[src/rtl/deco_pkg.sv]
// Shared encodings for the synchronous one-hot tap/phase decoder.
package deco_pkg;

    // Update modes applied on an accepted period-boundary load
    localparam logic [1:0] MODE_DIRECT = 2'd0;
    localparam logic [1:0] MODE_ROTATE = 2'd1;
    localparam logic [1:0] MODE_DITHER = 2'd2;
    localparam logic [1:0] MODE_HOLD   = 2'd3;

    // Control FSM states
    localparam logic [1:0] S_OFF    = 2'd0;
    localparam logic [1:0] S_ARM    = 2'd1;
    localparam logic [1:0] S_ACTIVE = 2'd2;

endpackage

[src/rtl/deco_onehot.sv]
// Combinational SEL_W -> 2**SEL_W one-hot decoder.
module deco_onehot #(
    parameter  int SEL_W = 2,
    localparam int OUT_W = 2 ** SEL_W
) (
    input  logic [SEL_W-1:0] sel,
    output logic [OUT_W-1:0] onehot
);

    // Exactly one bit set for every index value
    always_comb begin
        onehot      = '0;
        onehot[sel] = 1'b1;
    end

endmodule

[src/rtl/deco_sync_onehot.sv]
// Registered one-hot tap/phase select, updated only on period-boundary loads
// so the delay-line/phase mux never switches mid-PWM-cycle.
module deco_sync_onehot
    import deco_pkg::*;
#(
    parameter  int SEL_W    = 2,
    parameter  int DITHER_W = 2,
    localparam int OUT_W    = 2 ** SEL_W
) (
    input  logic                clk,
    input  logic                rst,
    input  logic                en,
    input  logic                load,
    input  logic [1:0]          mode,
    input  logic [SEL_W-1:0]    sel_in,
    input  logic [DITHER_W-1:0] frac_in,
    output logic [OUT_W-1:0]    out,
    output logic [SEL_W-1:0]    sel_q,
    output logic                upd
);

    logic [1:0]          state_q, state_d;
    logic [SEL_W-1:0]    sel_d;
    logic [DITHER_W-1:0] dcnt_q, dcnt_d;
    logic [OUT_W-1:0]    out_q, out_d;
    logic                upd_q, upd_d;
    logic                acc;
    logic [SEL_W:0]      dith_sum;
    logic [OUT_W-1:0]    dec_out;

    // FSM: a load is only accepted once armed and while enabled
    always_comb begin
        state_d = state_q;
        acc     = 1'b0;
        case (state_q)
            S_OFF: begin
                // load during the arming cycle is deliberately dropped
                if (en) state_d = S_ARM;
            end
            S_ARM: begin
                if (!en) begin
                    state_d = S_OFF;
                end else if (load) begin
                    state_d = S_ACTIVE;
                    acc     = 1'b1;
                end
            end
            S_ACTIVE: begin
                if (!en) state_d = S_OFF;
                else     acc     = load;
            end
            default: state_d = S_OFF;
        endcase
    end

    // Next index and dither counter; one extra bit catches dither overflow
    always_comb begin
        sel_d    = sel_q;
        dcnt_d   = dcnt_q;
        dith_sum = {1'b0, sel_in} + {{SEL_W{1'b0}}, (dcnt_q < frac_in)};
        if (acc) begin
            case (mode)
                MODE_DIRECT: sel_d = sel_in;
                MODE_ROTATE: sel_d = sel_q + SEL_W'(1);
                MODE_DITHER: begin
                    // saturate at the last tap rather than wrapping to tap 0
                    sel_d  = dith_sum[SEL_W] ? {SEL_W{1'b1}} : dith_sum[SEL_W-1:0];
                    dcnt_d = dcnt_q + DITHER_W'(1);
                end
                default: sel_d = sel_q;
            endcase
        end
    end

    deco_onehot #(.SEL_W(SEL_W)) u_dec (
        .sel    (sel_d),
        .onehot (dec_out)
    );

    // Output select is decoded from the next index so it lands with sel_q
    always_comb begin
        out_d = (state_d == S_ACTIVE) ? dec_out : '0;
        upd_d = acc;
    end

    // State registers, all cleared asynchronously
    always_ff @(posedge clk or posedge rst) begin
        if (rst) begin
            state_q <= S_OFF;
            sel_q   <= '0;
            dcnt_q  <= '0;
            out_q   <= '0;
            upd_q   <= 1'b0;
        end else begin
            state_q <= state_d;
            sel_q   <= sel_d;
            dcnt_q  <= dcnt_d;
            out_q   <= out_d;
            upd_q   <= upd_d;
        end
    end

    assign out = out_q;
    assign upd = upd_q;

endmodule
[config.mk]
export PLATFORM = sky130hd
export DESIGN_NAME = deco_sync_onehot
export DESIGN_NICKNAME = d
export VERILOG_FILES = /design/src/rtl/deco_pkg.sv /design/src/rtl/deco_onehot.sv /design/src/rtl/deco_sync_onehot.sv
export SDC_FILE = /design/constraint.sdc
export NUM_CORES = 1
export LEC_CHECK = 0
export ABC_AREA = 1
export ABC_CLOCK_PERIOD_IN_PS = 1900
export CAP_MARGIN = 10
export CORE_AREA = 4 4 44 46
export DETAILED_ROUTE_END_ITERATION = 8
export DIE_AREA = 0 0 48 50
export PLACE_DENSITY = 0.73
export SLEW_MARGIN = 10
export SYNTH_ARGS = -nofsm -noshare
export SYNTH_HDL_FRONTEND = slang
export SYNTH_HIERARCHICAL = 1
export SYNTH_SLANG_ARGS = --single-unit
[constraint.sdc]
create_clock -name clk -period 1.9 [get_ports clk]
set_input_delay 0.38 -clock clk [delete_from_list [all_inputs] [get_ports clk]]
set_output_delay 0.38 -clock clk [all_outputs]
set_load 0.05 [all_outputs]
==> qor.txt <==
status -> complete, no violations
WS Path Type -> flop to primary output
startpoint types -> flop
Max-cap violations -> 0
synthesized net count -> 108
Mapped Area -> 694 um^2
Final setup viols -> 0
CTS HTree Levels -> 1
wire per inst -> 10.5 um
Num CTS Buffers -> 3
total wire length -> 1.41 mm
core box area -> 1510 um^2
CTS tree -> done
Worst Setup SP -> out[1]
post-synthesis cell count -> 92
RR Startpoint -> dcnt_q[1]
GP Congestion -> 0.706
Largest delay share family, worst path -> buffers and inverters
vias per cell -> 4.42
share of the synthesized area in the top cell type -> 39.6%
Die Y -> 50 um
initial detailed-routing violation count -> 12
PortBufs -> 16
# clock sinks -> 11
VDD IR max -> 0.000655 V
Final Cycle Share -> 94.2%
Slew @ Worst Pin -> 505 ps
achievable clock frequency -> 559 MHz
Final Max Tran Viols -> 0
Hold Crit Class -> input pin to async pin
final hold violations -> 0
CP Max Fanout -> 1
drt first pass iters -> 4
largest net degree at the start of global routing -> 12
commonest non-fill, non-tap cell in the layout -> inv_1
share of layout cells above drive strength 1 -> 26.3%
total number of vias -> 592
initial antenna violation count -> 0
Initial Utilization -> 46.1%
Ant. Diodes -> 0
CP max stage delay -> 800 ps
cell taking the most area after synthesis -> dfrtp_1
GRT Util Overall -> 13.9%
Rel. slew slack -> 66.3%
Layout Utilization -> 65.8%
Ports -> 17
P_leak -> 0.522 nW
Max clock buf depth -> 2
Avg Inst Size Synth -> 7.55 um^2
HPWL Detailed -> 1.08 mm
clk_lat worst skew -> 270 ps
Worst Path Required -> 1520 ps
Slowest-stage cell, CP -> clkdlybuf4s50_1
fin nets -> 135
critical path endpoint category -> primary output
RSZ-0062 raised after global routing -> yes
Detail Route Antenna Nets -> 0
Synth Register Bits -> 11
most frequent cells in the layout -> 18 x inv_1, 16 x nor2_1, 15 x nand2_1, 13 x clkdlybuf4s50_1, 11 x dfrtp_1
Die X -> 48 um
Synth cell types -> 17
Remaining Overflow, GRT -> 0
Row Count -> 14
vias in the first global route -> 594
largest cells by area after synthesis -> dfrtp_1 40%, ha_1 11%, inv_1 11%, nand2_1 9.2%, nor2_1 9.2%
post-route setup TNS -> 0 ps
Clock Tree Root -> clkbuf_4
Buf+Inv Stages, Crit Path -> 1
Data arrival, critical path -> 1410 ps
post-route minimum period -> 1790 ps
Overall Power -> 1.30 mW
first-pass GRT wire length -> 2.38 mm
die area -> 2400 um^2
pwr dens -> 1320 nW/um^2
layout overhead on the synthesized area -> 42.7%
post-synthesis sequential area ratio -> 39.6%
DRC Markers -> 0
Final Hold Slack -> 393 ps
Clock Pin Slew Worst Setup and Hold Paths -> 70 ps
crit path cell chain -> clkdlybuf4s50_1
Yosys warnings -> 6
Final Skew -> 1.99 ps
## worst paths after layout
kind | endpoint | slack [ps] | cells past startpoint
max in group asynchronous | dcnt_q[1] | 1220 | 2
worst max-delay path | out[1] | 110 | 1
min in group clk | dcnt_q[0] | 520 | 1
worst min-delay path | out[1] | 390 | 2
worst max register to register | out[1] | 150 | 13
worst min register to register | dcnt_q[0] | 520 | 1
## routing by layer
layer / global-route usage, % / up-vias / wire [um]
li1: - / 321 / -
met1: 16.0 / 256 / 583
met2: 21.8 / 11 / 696
met3: 6.18 / 4 / 97
met4: 5.38 / 0 / 27
met5: 0 / - / 0
## area by class of cell
cell class / instances / area (um^2)
inverters: 25 / 108
multi-input cells: 56 / 363
repair buffers: 22 / 199
flip-flops and latches: 11 / 275
clock buffers: 4 / 26.3
fillers: 129 / 515
well taps: 16 / 20.0
## synth_stat cells
cell type,count
nand2_2,2
dfrtp_1,11
inv_1,20
nor2_2,2
xor2_1,1
xnor2_1,1
nand3_2,1
inv_2,4
nand4_1,1
a21oi_2,2
nor2_1,17
a21oi_1,1
nand2_1,17
bufinv_8,1
nand3_1,4
nand3b_1,1
ha_1,6
## kinds of logic after synthesis
| group | share of synthesized area, % |
|---|---|
| AND/OR/NAND/NOR | 28.3 |
| XOR/XNOR | 2.52 |
| adder cells (fa/ha/maj) | 10.8 |
| flip-flops | 39.6 |
| buffers and inverters | 15.5 |
| AO/OA/AOI/OAI | 3.24 |
## state kept, by name, summed over array words and instances, names as in the netlist
signal   flops
out          4
dcnt_q       2
sel_q        2
state_q      2
upd          1
## through the flow
| stage | setup WS [ps] | instances | cell area [um^2] |
|---|---|---|---|
| 2_1_floorplan | 193 | 92 | 694 |
| 3_3_place_gp | -397 | 129 | 907 |
| 3_5_place_dp | -502 | 129 | 907 |
| 4_1_cts | 52.4 | 133 | 953 |
| 5_1_grt | -52.6 | 134 | 991 |
| 6_report | 111 | 134 | 991 |
## repair_timing
item | 4_1_cts | 5_1_grt
resized for setup | 6 | 6
pin swaps | 6 | 9
setup buffers | 0 | 1
hold buffers | 0 | 0
endpoints found under the setup margin | 4 | 4
## power breakdown
part | internal, mW | switching, mW
combinational | 0.328 | 0.444
clock | 0.0814 | 0.0752
sequential | 0.310 | 0.0652
Note: power is estimated with default switching activity, not from simulation.
